## config.mk

```make
export PLATFORM = sky130hd
export DESIGN_NAME = layer_scan_sequencer_flat
export DESIGN_NICKNAME = d
export VERILOG_FILES = /design/src/rtl/gpu_layer_pkg.sv /design/src/rtl/layer_scan_sequencer_if.sv /design/src/rtl/layer_scan_sequencer_hit_test.sv /design/src/rtl/layer_scan_sequencer.sv /design/src/flat_wrapper.sv
export SDC_FILE = /design/constraint.sdc
export NUM_CORES = 1
export LEC_CHECK = 0
export ABC_CLOCK_PERIOD_IN_PS = 8100
export CAP_MARGIN = 20
export CORE_MARGIN = 2
export CORE_UTILIZATION = 52
export DETAILED_ROUTE_END_ITERATION = 12
export PLACE_DENSITY = 0.92
export SETUP_SLACK_MARGIN = 0.5
export SLEW_MARGIN = 20
export SYNTH_ARGS = -nofsm -noshare
export SYNTH_HDL_FRONTEND = slang
export SYNTH_SLANG_ARGS = --single-unit
```

## constraint.sdc

```tcl
create_clock -name clk -period 8.1 [get_ports clk]
set_input_delay 1.62 -clock clk [delete_from_list [all_inputs] [get_ports clk]]
set_output_delay 1.62 -clock clk [all_outputs]
set_load 0.01 [all_outputs]
```

## src/rtl/gpu_layer_pkg.sv

```systemverilog
// Shared layer-record layout and sequencer state encoding for the layer scan path.
package gpu_layer_pkg;

  localparam int LAYER_W     = 128;
  localparam int POP_BIT     = 0;
  localparam int SPRITE_BIT  = 1;
  localparam int WIDTH_LSB   = 16;
  localparam int WIDTH_MSB   = 31;
  localparam int HEIGHT_LSB  = 32;
  localparam int HEIGHT_MSB  = 47;
  localparam int XPOS_LSB    = 48;
  localparam int XPOS_MSB    = 63;
  localparam int YPOS_LSB    = 64;
  localparam int YPOS_MSB    = 79;
  localparam int NCHAR_LSB   = 96;
  localparam int NCHAR_MSB   = 103;

  // Width of the bounding-box arithmetic; holds a 16-bit position plus a 24-bit extent.
  localparam int BOX_W = 25;

  typedef logic [LAYER_W-1:0] layer_regs_t;

  typedef enum logic [2:0] {IDLE, FETCH, WAIT, TEST, ISSUE, ADVANCE} seq_state_t;

endpackage

```

## src/rtl/layer_scan_sequencer_if.sv

```systemverilog
// Register-file read port plus job handshake between the sequencer and the address unit.
interface layer_scan_sequencer_if
  import gpu_layer_pkg::*;
#(
  parameter int NUM_LAYERS = 16,
  parameter int PIX_W      = 9
);
  localparam int IDX_W = $clog2(NUM_LAYERS);

  logic [IDX_W-1:0] layer_rd_idx;
  logic             layer_rd_en;
  layer_regs_t      layer_rd_data;
  logic             job_valid;
  logic             acu_rdy;
  layer_regs_t      layerRegisters;
  logic [PIX_W-1:0] xPixel;
  logic [PIX_W-1:0] yPixel;
  logic [IDX_W-1:0] layer_idx;

  modport master (
    output layer_rd_idx, layer_rd_en, job_valid, layerRegisters, xPixel, yPixel, layer_idx,
    input  layer_rd_data, acu_rdy
  );

  modport slave (
    input  layer_rd_idx, layer_rd_en, job_valid, layerRegisters, xPixel, yPixel, layer_idx,
    output layer_rd_data, acu_rdy
  );

endinterface

```

## src/rtl/layer_scan_sequencer_hit_test.sv

```systemverilog
// Combinational test of whether a pixel falls inside a layer's bounding box.
module layer_hit_test
  import gpu_layer_pkg::*;
#(
  parameter int PIX_W = 9
) (
  input  layer_regs_t      regs,
  input  logic [PIX_W-1:0] x,
  input  logic [PIX_W-1:0] y,
  output logic             hit
);

  logic [BOX_W-1:0] width, height, xpos, ypos, nchar, effw, x_end, y_end, xp, yp;
  logic             unused_fields;

  assign width  = BOX_W'(regs[WIDTH_MSB:WIDTH_LSB]);
  assign height = BOX_W'(regs[HEIGHT_MSB:HEIGHT_LSB]);
  assign xpos   = BOX_W'(regs[XPOS_MSB:XPOS_LSB]);
  assign ypos   = BOX_W'(regs[YPOS_MSB:YPOS_LSB]);
  assign nchar  = BOX_W'(regs[NCHAR_MSB:NCHAR_LSB]);
  assign xp     = BOX_W'(x);
  assign yp     = BOX_W'(y);

  // Font layers span one glyph cell per character; the product never exceeds 24 bits.
  assign effw   = regs[SPRITE_BIT] ? width : width * nchar;
  assign x_end  = xpos + effw;
  assign y_end  = ypos + height;

  // Right and bottom edges are exclusive, so zero extents can never hit.
  assign hit = regs[POP_BIT] && (xp >= xpos) && (xp < x_end) && (yp >= ypos) && (yp < y_end);

  assign unused_fields = ^{regs[15:2], regs[95:80], regs[127:104]};

endmodule

```

## src/rtl/layer_scan_sequencer.sv

```systemverilog
// Walks every pixel and layer slot of a frame and hands visible (pixel, layer) jobs to the address unit.
module layer_scan_sequencer
  import gpu_layer_pkg::*;
#(
  parameter int NUM_LAYERS = 16,
  parameter int H_ACTIVE   = 320,
  parameter int V_ACTIVE   = 240,
  parameter int PIX_W      = 9
) (
  input  logic                          clk,
  input  logic                          rst,
  input  logic                          frame_start,
  layer_scan_sequencer_if.master        bus,
  output logic                          busy,
  output logic                          frame_done
);

  localparam int IDX_W = $clog2(NUM_LAYERS);

  seq_state_t       state, nxt;
  logic [IDX_W-1:0] layer;
  logic [PIX_W-1:0] x, y;
  layer_regs_t      lreg;
  logic             hit, rd_en, job_valid;
  logic             last_layer, last_x, last_y;

  assign last_layer = (layer == IDX_W'(NUM_LAYERS - 1));
  assign last_x     = (x == PIX_W'(H_ACTIVE - 1));
  assign last_y     = (y == PIX_W'(V_ACTIVE - 1));

  layer_hit_test #(.PIX_W(PIX_W)) u_hit (
    .regs (lreg),
    .x    (x),
    .y    (y),
    .hit  (hit)
  );

  always_ff @(posedge clk) begin
    if (rst) begin
      state <= IDLE;
      layer <= '0;
      x     <= '0;
      y     <= '0;
      lreg  <= '0;
    end else begin
      state <= nxt;
      case (state)
        IDLE: begin
          if (frame_start) begin
            layer <= '0;
            x     <= '0;
            y     <= '0;
          end
        end
        WAIT: lreg <= bus.layer_rd_data;
        ADVANCE: begin
          if (!last_layer) begin
            layer <= layer + 1'b1;
          end else begin
            layer <= '0;
            if (!last_x) begin
              x <= x + 1'b1;
            end else begin
              x <= '0;
              y <= last_y ? '0 : y + 1'b1;
            end
          end
        end
        default: ;
      endcase
    end
  end

  always_comb begin
    nxt        = state;
    rd_en      = 1'b0;
    job_valid  = 1'b0;
    frame_done = 1'b0;
    case (state)
      IDLE:    if (frame_start) nxt = FETCH;
      FETCH: begin
        rd_en = 1'b1;
        nxt   = WAIT;
      end
      WAIT:    nxt = TEST;
      TEST:    nxt = hit ? ISSUE : ADVANCE;
      ISSUE: begin
        job_valid = 1'b1;
        if (bus.acu_rdy) nxt = ADVANCE;
      end
      ADVANCE: begin
        if (last_layer && last_x && last_y) begin
          frame_done = 1'b1;
          nxt        = IDLE;
        end else begin
          nxt = FETCH;
        end
      end
      default: nxt = IDLE;
    endcase
  end

  assign busy               = (state != IDLE);
  assign bus.layer_rd_en    = rd_en;
  assign bus.layer_rd_idx   = layer;
  assign bus.job_valid      = job_valid;
  assign bus.layerRegisters = lreg;
  assign bus.xPixel         = x;
  assign bus.yPixel         = y;
  assign bus.layer_idx      = layer;

endmodule
```

## src/flat_wrapper.sv

```systemverilog
// flat-port wrapper written by rule: the top's interface ports become plain ports
module layer_scan_sequencer_flat import gpu_layer_pkg::*;
#(
  parameter int NUM_LAYERS = 16,
  parameter int H_ACTIVE   = 320,
  parameter int V_ACTIVE   = 240,
  parameter int PIX_W      = 9
)
  (clk, rst, frame_start, busy, frame_done, bus_layer_rd_idx, bus_layer_rd_en, bus_job_valid, bus_layerRegisters, bus_xPixel, bus_yPixel, bus_layer_idx, bus_layer_rd_data, bus_acu_rdy);
  layer_scan_sequencer_if #(.NUM_LAYERS(NUM_LAYERS), .PIX_W(PIX_W)) bus_i ();
  input  logic clk;
  input  logic rst;
  input  logic frame_start;
  output logic busy;
  output logic frame_done;
  output wire logic [$bits(bus_i.layer_rd_idx)-1:0] bus_layer_rd_idx;
  output wire logic [$bits(bus_i.layer_rd_en)-1:0] bus_layer_rd_en;
  output wire logic [$bits(bus_i.job_valid)-1:0] bus_job_valid;
  output wire logic [$bits(bus_i.layerRegisters)-1:0] bus_layerRegisters;
  output wire logic [$bits(bus_i.xPixel)-1:0] bus_xPixel;
  output wire logic [$bits(bus_i.yPixel)-1:0] bus_yPixel;
  output wire logic [$bits(bus_i.layer_idx)-1:0] bus_layer_idx;
  input wire logic [$bits(bus_i.layer_rd_data)-1:0] bus_layer_rd_data;
  input wire logic [$bits(bus_i.acu_rdy)-1:0] bus_acu_rdy;
  assign bus_layer_rd_idx = bus_i.layer_rd_idx;
  assign bus_layer_rd_en = bus_i.layer_rd_en;
  assign bus_job_valid = bus_i.job_valid;
  assign bus_layerRegisters = bus_i.layerRegisters;
  assign bus_xPixel = bus_i.xPixel;
  assign bus_yPixel = bus_i.yPixel;
  assign bus_layer_idx = bus_i.layer_idx;
  assign bus_i.layer_rd_data = bus_layer_rd_data;
  assign bus_i.acu_rdy = bus_acu_rdy;
  layer_scan_sequencer #(.NUM_LAYERS(NUM_LAYERS), .H_ACTIVE(H_ACTIVE), .V_ACTIVE(V_ACTIVE), .PIX_W(PIX_W)) u_core (.clk(clk), .rst(rst), .frame_start(frame_start), .bus(bus_i), .busy(busy), .frame_done(frame_done));
endmodule
```

Word level (Yosys, flattened, before mapping)
Cells that the tools add are included.
{"block": "word_totals", "register_bits": 153, "input_bits": 132, "out_inout_bits": 158, "word_cells": 61}
{"block": "classes", "add_sub_neg": 5, "multipliers": 1, "order_cmp": 4, "n_eq_ne": 12, "mux": 21, "reduce_logical": 13}
{"operator": "2-to-1 mux 9 bit", "count": 6}
{"operator": "case mux 9 bit (2 select lines)", "count": 2}
{"operator": "greater-or-equal comparator 9 x 16 -> 1 bit", "count": 2}
{"operator": "adder 16 x 25 -> 25 bit", "count": 1}
{"operator": "less-than comparator 9 x 25 -> 1 bit", "count": 1}
{"operator": "2-to-1 mux 25 bit", "count": 1}
{"operator": "multiplier 16 x 8 -> 24 bit", "count": 1}
{"operator": "adder 9 x 1 -> 9 bit, second input constant", "count": 2}
{"operator": "case mux 3 bit (6 select lines)", "count": 1}
{"operator": "adder 16 x 16 -> 17 bit", "count": 1}
{"operator": "less-than comparator 9 x 17 -> 1 bit", "count": 1}
{"operator": "equality test 9 x 8 -> 1 bit, second input constant", "count": 1}
{"operator": "equality test 9 bit, second input constant", "count": 1}
{"operator": "2-to-1 mux 4 bit", "count": 2}
{"operator": "case mux 4 bit (2 select lines)", "count": 1}
{"operator": "equality test 3 x 2 -> 1 bit, second input constant", "count": 2}
{"operator": "equality test 3 bit, second input constant", "count": 2}
{"operator": "logical AND 1 bit", "count": 6}
{"operator": "2-to-1 mux 1 bit", "count": 6}
{"operator": "2-to-1 mux 3 bit", "count": 2}
{"operator": "adder 4 x 1 -> 4 bit, second input constant", "count": 1}
{"operator": "equality test 4 bit, second input constant", "count": 1}
{"operator": "!= test 2 x 1 -> 1 bit, second input constant", "count": 2}
{"operator": "!= test 2 bit, second input constant", "count": 2}
{"operator": "7 further kinds", "count": 8}

Logic depth before layout (Yosys ltp)
Gate-level depths: netlist (run 1).
{"block": "depth", "ltp_word": 9, "depth_mapped": 30}

Hierarchy
A second synthesis (run 1) with hierarchy kept.
{"block": "hier_totals", "cells_unflattened": 1598, "hier_area_um2": 12768.5}
{"module": "layer_hit_test", "instances": 1, "cells_per_inst": 861, "area_each_um2": 6912.9, "seq_area_each_um2": 0.0}
{"module": "layer_scan_sequencer", "instances": 1, "cells_per_inst": 737, "area_each_um2": 5855.6, "seq_area_each_um2": 3062.9}

Worst setup path before layout (run 1)
No wires, ideal clock.
{"block": "synth_timing", "path_kind": "register to register", "startpoint": "register u_core.lreg[103], in the netlist u_core.bus.layerRegisters[103]", "endpoint": "register u_core.state[0]", "arrival_ns": 6.676, "required_time_ns": 8.016, "setup_slack_ns": 1.340, "path_stages_with_launch": 29, "path_buffers": 2, "path_cell_list": "dfxtp_1 clkbuf_1 nand2_1 fa_1 fa_1 inv_1 fa_1 inv_1 fa_1 inv_1 ha_1 a21o_1 a221o_2 a21o_1 a21oi_1 xor2_1 o21ai_0 ha_1 clkbuf_1 a21o_1 a31o_2 a22oi_1 mux2i_1 a311oi_1 o211ai_1 or3_1 nor3_1 o2111ai_1 o31ai_2"}
{"block": "synth_via", "elab_chain_cells": 9}
{"element": "from (decl)", "line": "layer_scan_sequencer.sv:23", "source": "layer_regs_t lreg;"}
{"element": "from (signal assigned)", "line": "layer_scan_sequencer.sv:55", "source": "WAIT: lreg <= bus.layer_rd_data;"}
{"element": "multiplier 16 x 8 -> 24 bit", "line": "layer_scan_sequencer_hit_test.sv:25", "source": "assign effw = regs[SPRITE_BIT] ? width : width * nchar;"}
{"element": "2-to-1 mux 25 bit", "line": "layer_scan_sequencer_hit_test.sv:25"}
{"element": "adder 16 x 25 -> 25 bit", "line": "layer_scan_sequencer_hit_test.sv:26", "source": "assign x_end = xpos + effw;"}
{"element": "less-than comparator 9 x 25 -> 1 bit", "line": "layer_scan_sequencer_hit_test.sv:30", "source": "assign hit = regs[POP_BIT] && (xp >= xpos) && (xp < x_end) && (yp >= ypos) && (yp < y_end);"}
{"element": "logical AND 1 bit (3 in series)", "line": "layer_scan_sequencer_hit_test.sv:30"}
{"element": "2-to-1 mux 1 bit", "line": "layer_scan_sequencer.sv:86", "source": "TEST: nxt = hit ? ISSUE : ADVANCE;"}
{"element": "case mux 3 bit (6 select lines)", "line": "layer_scan_sequencer.sv:79", "source": "case (state)"}
{"element": "to (signal assigned)", "line": "layer_scan_sequencer.sv:46", "source": "state <= nxt;"}
{"element": "to (decl)", "line": "layer_scan_sequencer.sv:20", "source": "seq_state_t state, nxt;"}
No other way between the ends.
A chain may end at the register's enable or synchronous reset.

Worst setup path in the final report (run 1)
{"block": "layout_timing", "startpoint": "register u_core.lreg[100], in the netlist u_core.bus.layerRegisters[100]", "endpoint": "register u_core.state[0]"}
Same word-level chain as after synthesis.

==> results.ini, run 1 <==
[yosys]
ys_warn_count=0
synth-edff-count=0
syn-num-nets=1914
synth_async_sr_flop_share_pct=0
synthCells=1581
syn_area_per_cell_um2=7.897
yosysMostFrequentCell=nand2_1
synth_top_cell_by_area=dfxtp_1
ys_ff_latch=153
synth_area_mm2=0.01249
synth.top_cell.area_share_pct=24.53
synthFlopType=dfxtp_1
synth.area.top_cells=dfxtp_1 (25%), fa_1 (14%), ha_1 (12%)
synth_common_cells=nand2_1 (329), a21oi_1 (201), dfxtp_1 (153)
synthDistinctLibCells=76
seq_area_frac_synth_pct=24.53

[timing]
setup-tns-final_ps=0
relSlewSlack_pct=29.37
drv_slew=0
setup_viol=0
fin_worst_skew_ps=16.65
timing.final.crit_period_ps=7234
tightest_slew_ps=1059
finalHoldViolations=0
final.period_utilization_pct=89.31
rsz0062_at_grt=no
fmax_mhz=138.2

[clock_tree]
clk_latency_ps=440
cts_buffers=17
root_buffer=clkbuf_16
cts_max_level=4
clkSlewWorstSetupHoldPaths_ps=80
cts_buffer_depth=2
post_cts_resized=0
cts_tree=yes
cts_sinks=153
postCtsSetupBuffers=0
cts_hold_buf=0

[floorplanning]
start_util_pct=53.03
die_y_um=159.0
die-area_mm2=0.02527
io_pins=290
die_w_um=159.0
row_count=56
coreArea_mm2=0.02354

[critical_path]
reg2reg_setup_slack_ps=870
arrival_ps=7580
path_class=reg -> reg
start_kind=register
critPathRequiredTime_ps=8450
path_max_fanout=18
end_kind=register

[placed_design]
portBuffers=289
place.gp.congestion=0.9168
dp_hpwl_um=28260

[routing]
wire_per_inst_um=17.60
wirelength_um=37760
drcViolationCount=0
dr.pass1.iters=6
antenna_left=0
via_count=12110
drt-initial-drc-count=849
viasPerCell=5.642

[power_and_ir_drop]
sw_frac_of_total_pct=41.70
switchingPower_w=0.001395
power_frac_seq_pct=33.7
p_int_w=0.001951
p_per_area_mw_per_mm2=208.4
power.share.clock_pct=24.2
vdd_drop_max_uv=145.5
cellLeakagePower_nw=6.754
p_comb_share_pct=42.1

[min_path]
hold_class=reg -> reg

[grt]
grt_pass1_vias=12380
antenna_found_initial=1
grt_pass1_wl_um=62320
grtUsageTotal_pct=30.15
grt_overflow_total=0
grt_max_degree=102

[layout]
fin_util_pct=68.18
drive_gt1_share_pct=3.505
final_nets=2146
area_growth_syn_to_layout_pct=28.56
n_fill_cell=1856

[flow_run]
cap_violations=0

[status]
status=complete, no violations

## sequential cells by signal (all words and copies together) (netlist names)
register and cells:
u_core.bus.layer_idx 4, u_core.bus.layerRegisters 128, u_core.bus.xPixel 9, u_core.state 3
u_core.bus.yPixel 9
## cell usage in the layout, fill, tap and decap left out, types with 7 or more instances in the layout
| master | n |
|---|---|
| nor4_1 | 7 |
| and3_1 | 8 |
| ha_1 | 115 |
| inv_1 | 133 |
| a211oi_1 | 11 |
| clkdlybuf4s50_1 | 288 |
| nor3_1 | 9 |
| dfxtp_1 | 152 |
| a21oi_1 | 201 |
| nand4_1 | 16 |
| nand2b_1 | 10 |
| clkbuf_16 | 17 |
| nand2_1 | 329 |
| nor2_1 | 68 |
| fa_1 | 86 |
| a21o_1 | 16 |
| o21a_1 | 12 |
| xnor2_1 | 20 |
| and2_1 | 107 |
| o21ai_0 | 48 |
| nand3_1 | 17 |
| xor2_1 | 25 |
## through the flow
step | instance area, µm² | power (W) | cells | setup slack (ps) | hold slack (ps)
2_1_floorplan | 12490 | 0.001888 | 1581 | 1340 | 480.5
3_3_place_gp | 15460 | 0.002481 | 2113 | 1180 | 440.3
3_5_place_dp | 15460 | 0.002528 | 2113 | 1042 | 447.4
4_1_cts | 16050 | 0.003349 | 2145 | 978.3 | 458.3
5_1_grt | 16050 | 0.003555 | 2146 | 505.9 | 474.6
6_report | 16050 | 0.003346 | 2146 | 866.3 | 455.2
## worst max-delay path, cell delays in order (launching register included)
cell and delay, ps:
dfxtp_1 710, nand2_1 170, fa_1 510, fa_1 490, inv_1 50, fa_1 520, inv_1 50, fa_1 530
inv_1 40, ha_1 340, a21o_1 210, a221o_2 450, a21o_1 190, a21oi_1 160, xor2_1 150, o21ai_0 90
ha_1 400, a21o_1 220, a31o_2 240, a22oi_1 220, mux2i_1 110, a311oi_1 220, o211ai_1 150, or3_1 360
nor3_1 190, o2111ai_1 160, o31ai_2 190
## routing by layer
| layer | track usage, % | share of wire, % | wire (µm) | vias up |
|---|---|---|---|---|
| met5 | 0 | 0 | 0 | - |
| met4 | 12.48 | 3.5 | 1329 | 0 |
| met3 | 8.466 | 8.8 | 3325 | 102 |
| met2 | 52.80 | 50 | 18840 | 545 |
| met1 | 34.78 | 38 | 14270 | 5744 |
| li1 | - | - | - | 5716 |
## cell families (layout without fill, tap and decap cells)
| logic type | count (synthesis) | after routing | synth area share (%) |
|---|---|---|---|
| fa+ha+maj | 201 | 201 | 25.31 |
| other cells | 0 | 1 | 0 |
| xor+xnor | 45 | 45 | 3.157 |
| compound gates | 353 | 353 | 16.70 |
| mux | 11 | 11 | 0.9420 |
| buf+inv | 214 | 459 | 6.934 |
| flops | 153 | 153 | 24.53 |
| simple gates | 604 | 604 | 22.43 |
## power by group through the flow
stage / Sequential, W / Combinational [W] / Clock, W
after floorplan: 0.00109 / 0.000799 / 0
after global placement: 0.00113 / 0.00135 / 0
after detailed placement: 0.00114 / 0.00139 / 0
after CTS: 0.00112 / 0.00141 / 0.000820
after global routing: 0.00115 / 0.00156 / 0.000850
final: 0.00113 / 0.00141 / 0.000811
## worst paths after layout
| kind | from | endpoint | cells after the start |
|---|---|---|---|
| worst min-delay path | u_core.bus.layerRegisters[121] | u_core.bus.layerRegisters[121] | 2 |
| worst max-delay path | u_core.bus.layerRegisters[100] | u_core.state[0] | 26 |
| worst min register to register | u_core.bus.layerRegisters[121] | u_core.bus.layerRegisters[121] | 2 |
| worst max register to register | u_core.bus.layerRegisters[100] | u_core.state[0] | 26 |
## cell type report
cell class              count  area, µm²  share of cell area, %
flip-flops and latches    153       3064                  19.09
inverters                 133      499.2                  3.110
well taps                 319      399.1                  2.487
repair buffers            294       2928                  18.24
diodes                      1      2.502                0.01559
multi-input cells        1214       8572                  53.40
clock inverters            14      147.6                 0.9198
clock buffers              18      439.2                  2.736
(Power assumes the default switching activity.)
==> run 2, diff against run 1 <==
--- a/config.mk
+++ b/config.mk
@@ -11,8 +11,9 @@
 export CORE_UTILIZATION = 52
 export DETAILED_ROUTE_END_ITERATION = 12
-export PLACE_DENSITY = 0.92
+export PLACE_DENSITY = 0.91
 export SETUP_SLACK_MARGIN = 0.5
 export SLEW_MARGIN = 20
 export SYNTH_ARGS = -nofsm -noshare
 export SYNTH_HDL_FRONTEND = slang
+export SYNTH_HIERARCHICAL = 1
 export SYNTH_SLANG_ARGS = --single-unit
==> constraint.sdc (replaced) <==
create_clock -name clk -period 8.1 [get_ports clk]
set_input_delay 2.025 -clock clk [delete_from_list [all_inputs] [get_ports clk]]
set_output_delay 2.025 -clock clk [all_outputs]
set_load 0.01 [all_outputs]
==> run 2 against run 1 <==
  * Critical path depth increased by 1
  * Register-to-register slack got worse by 60 ps
  * Maximum frequency shrank 0.85%
  * Clock skew down 9.3 ps
  * Wire length rose by 3.9%
  * Combinational power fell by 15%
  * Core utilization is 0.49 points lower
  * Total power is 6.8% lower
  * Worst setup slack got worse by 62 ps
  * Global-route usage decreased by 0.40 points
  * Critical endpoint is now u_core/state[0]
  * Highest routed layer unchanged
==> results.ini, run 2 <==
[status]
status=complete, no violations

[floorplanning]
die-area_mm2=0.02582  ; +2.2%
start_util_pct=52.66  ; -0.38 points
io_pins=290  ; unchanged
die_w_um=160.7  ; +1.1%
row_count=57  ; +1.8%
coreArea_mm2=0.02425  ; +3.0%
die_y_um=160.7  ; +1.1%

[placed_design]
portBuffers=289  ; unchanged
dp_hpwl_um=28470  ; +0.75%
place.gp.congestion=0.9382  ; +2.3%
dpl_cell_area_mm2=0.01577  ; +2.0%

[critical_path]
path_class=reg -> reg
path_delay_family=adder cells
reg2reg_setup_slack_ps=800  ; -60 ps
rr_worst_depth=27  ; +3.8%
crit_slowest_cell=fa_1
critPathBufInv=3  ; unchanged
arrival_ps=7610  ; +30 ps
start_kind=register
critPathRequiredTime_ps=8410  ; -40 ps
path_common_cell=fa_1
end_kind=register
worstReg2RegStart=u_core/bus.layerRegisters[100]
critical_path.max_stage_delay_ps=530  ; -180 ps
worstReg2RegEnd=u_core/state[0]
path_max_fanout=18  ; unchanged

[yosys]
synthFlopType=dfxtp_1
synth_area_mm2=0.01277  ; +2.3%
synthDistinctLibCells=81  ; +6.6%
synth-edff-count=0  ; unchanged
synth_async_sr_flop_share_pct=0  ; unchanged
synth.area.top_cells=dfxtp_1 (24%), fa_1 (13%), ha_1 (11%)
syn_area_per_cell_um2=7.990  ; +1.2%
yosysMostFrequentCell=nand2_1
synth_common_cells=nand2_1 (322), a21oi_1 (179), dfxtp_1 (153)
syn-num-nets=1931  ; +0.89%
ys_warn_count=6  ; +6
synthCells=1598  ; +1.1%
synth.top_cell.area_share_pct=23.99  ; -0.54 points
seq_area_frac_synth_pct=23.99  ; -0.54 points
synth_top_cell_by_area=dfxtp_1
ys_ff_latch=153  ; unchanged

[timing]
tightest_slew_ps=991.0  ; -68.43 ps
fmax_mhz=137.1  ; -0.85%
whs_ps=452.5  ; -2.742 ps
final.period_utilization_pct=90.07  ; +0.77 points
setup-tns-final_ps=0  ; unchanged
relSlewSlack_pct=33.93  ; +4.6 points
setup_viol=0  ; unchanged
timing.final.crit_period_ps=7296  ; +61.99 ps
drv_slew=0  ; unchanged
rsz0062_at_grt=no
fin_worst_skew_ps=7.392  ; -9.259 ps
finalHoldViolations=0  ; unchanged

[min_path]
hp-start=u_core/bus.layerRegisters[3]
hold_class=reg -> reg
worstHoldPathCells=2  ; unchanged
holdPathEnd=u_core/bus.layerRegisters[3]

[routing]
antenna_left=0  ; unchanged
drt-initial-drc-count=1167  ; +37%
viasPerCell=5.807  ; +2.9%
via_count=12610  ; +4.1%
wire_per_inst_um=18.07  ; +2.7%
wirelength_um=39230  ; +3.9%
drcViolationCount=0  ; unchanged
dr.pass1.iters=6  ; unchanged

[layout]
area_growth_syn_to_layout_pct=28.54  ; about the same
final_cell_area_mm2=0.01641  ; +2.3%
diodes=0  ; -1
final_common_cell=nand2_1
drive_gt1_share_pct=4.331  ; +0.83 points
final_nets=2168  ; +1.0%
n_fill_cell=1873  ; +0.92%
largest_reg_flops=128  ; unchanged
final_cell_mix=nand2_1 (322), clkdlybuf4s50_1 (288), a21oi_1 (178), dfxtp_1 (142), inv_1 (139)

[grt]
grt_overflow_total=0  ; unchanged
grt_max_degree=111  ; +8.8%
grt_pass1_vias=12830  ; +3.6%
grtUsageTotal_pct=29.76  ; -0.40 points
antenna_found_initial=1  ; unchanged
grt_pass1_wl_um=62890  ; +0.91%

[clock_tree]
cts_tree=yes
cts_buffers=17  ; unchanged
cts_max_level=4  ; unchanged
cts_buffer_depth=2  ; unchanged
cts_sinks=153  ; unchanged
cts_hold_buf=0  ; unchanged
clkSlewWorstSetupHoldPaths_ps=60  ; -20 ps
root_buffer=clkbuf_16
clk_latency_ps=420  ; -20 ps

[power_and_ir_drop]
vdd_drop_max_uv=144.0  ; -1.1%
p_per_area_mw_per_mm2=189.9  ; -8.9%
cellLeakagePower_nw=6.692  ; -0.91%

[flow_run]
cap_violations=0  ; unchanged

[run 2: cell count changes after synthesis, sizes merged, moves of 12 or more]
cell / before / now
nor2: 69 / 43
a21oi: 204 / 181
clkbuf: 63 / 43
xor2: 25 / 13
buf: 18 / 34
nor3: 10 / 24
[run 2: area by class of cell]
type / count / area [µm²] / area share [%]
clock buffer: 18 / 439.2 / 2.676
tap: 324 / 405.4 / 2.470
timing repair buffer: 295 / 2939 / 17.91
sequential: 153 / 3082 / 18.78
inverter: 139 / 521.8 / 3.179
clock inverter: 13 / 182.7 / 1.113
multi-input combinational: 1229 / 8843 / 53.88
[run 2: worst max-delay path by stage]
stage	from	to	slack [ps]	cells after the start
floorplan	u_core/bus.layerRegisters[103]	u_core/state[0]	1220	28
finish	u_core/bus.layerRegisters[100]	u_core/state[0]	800	27
global placement	u_core/bus.layerRegisters[103]	u_core/state[0]	930	27
CTS	u_core/bus.layerRegisters[103]	u_core/state[0]	610	27
global route	u_core/bus.layerRegisters[22]	u_core/state[0]	500	25
detailed placement	u_core/bus.layerRegisters[103]	u_core/state[0]	660	27
[run 2: logic make-up (layout without fill, tap and decap cells)]
group,count (synthesis),after routing,synth area share (%)
flip-flops,153,153,23.99
AO/OA/AOI/OAI,368,368,18.05
AND/OR/NAND/NOR,615,615,23.14
adder cells (fa/ha/maj),201,201,24.75
buffers and inverters,216,465,6.859
XOR/XNOR,36,36,2.469
multiplexers,9,9,0.7447
[run 2: metal layers]
layer / GRT usage [%] / part of all wire [%] / vias to the layer above
li1: - / - / 5859
met5: 0 / 0 / -
met2: 51.76 / 49 / 597
met4: 13.51 / 4.3 / 0
met3: 6.173 / 7.5 / 131
met1: 35.45 / 40 / 6019
[run 2: power breakdown]
part	leakage [nW]	total [W]	internal [W]	switching, W
logic	5.15	0.00120	0.000544	0.000652
registers	1.25	0.00106	0.000873	0.000189
clock network	0.299	0.000860	0.000502	0.000357
total	6.69	0.00312	0.00192	0.00120
[run 2: tightest hold or removal path, stage by stage, from the launching register on]
cell	delay, ps
dfxtp_1	310
nand2_1	50
a21oi_1	50
[run 2: timing repair]
action / 4_1_cts / 5_1_grt
resized for setup: 0 / 14
endpoints found under the setup margin: 0 / 1
buffers inserted: 0 / 0
[run 2: stage by stage]
stage	instances	total power [W]	setup WS (ps)	util, %
after global placement	2140	0.002200	926.5	65.02
after global routing	2171	0.003282	497.4	67.69
final	2171	0.003117	804.3	67.69
after CTS	2171	0.003106	612.5	67.58
after detailed placement	2140	0.002237	661.9	65.02
after floorplan	1598	0.001717	1222	-
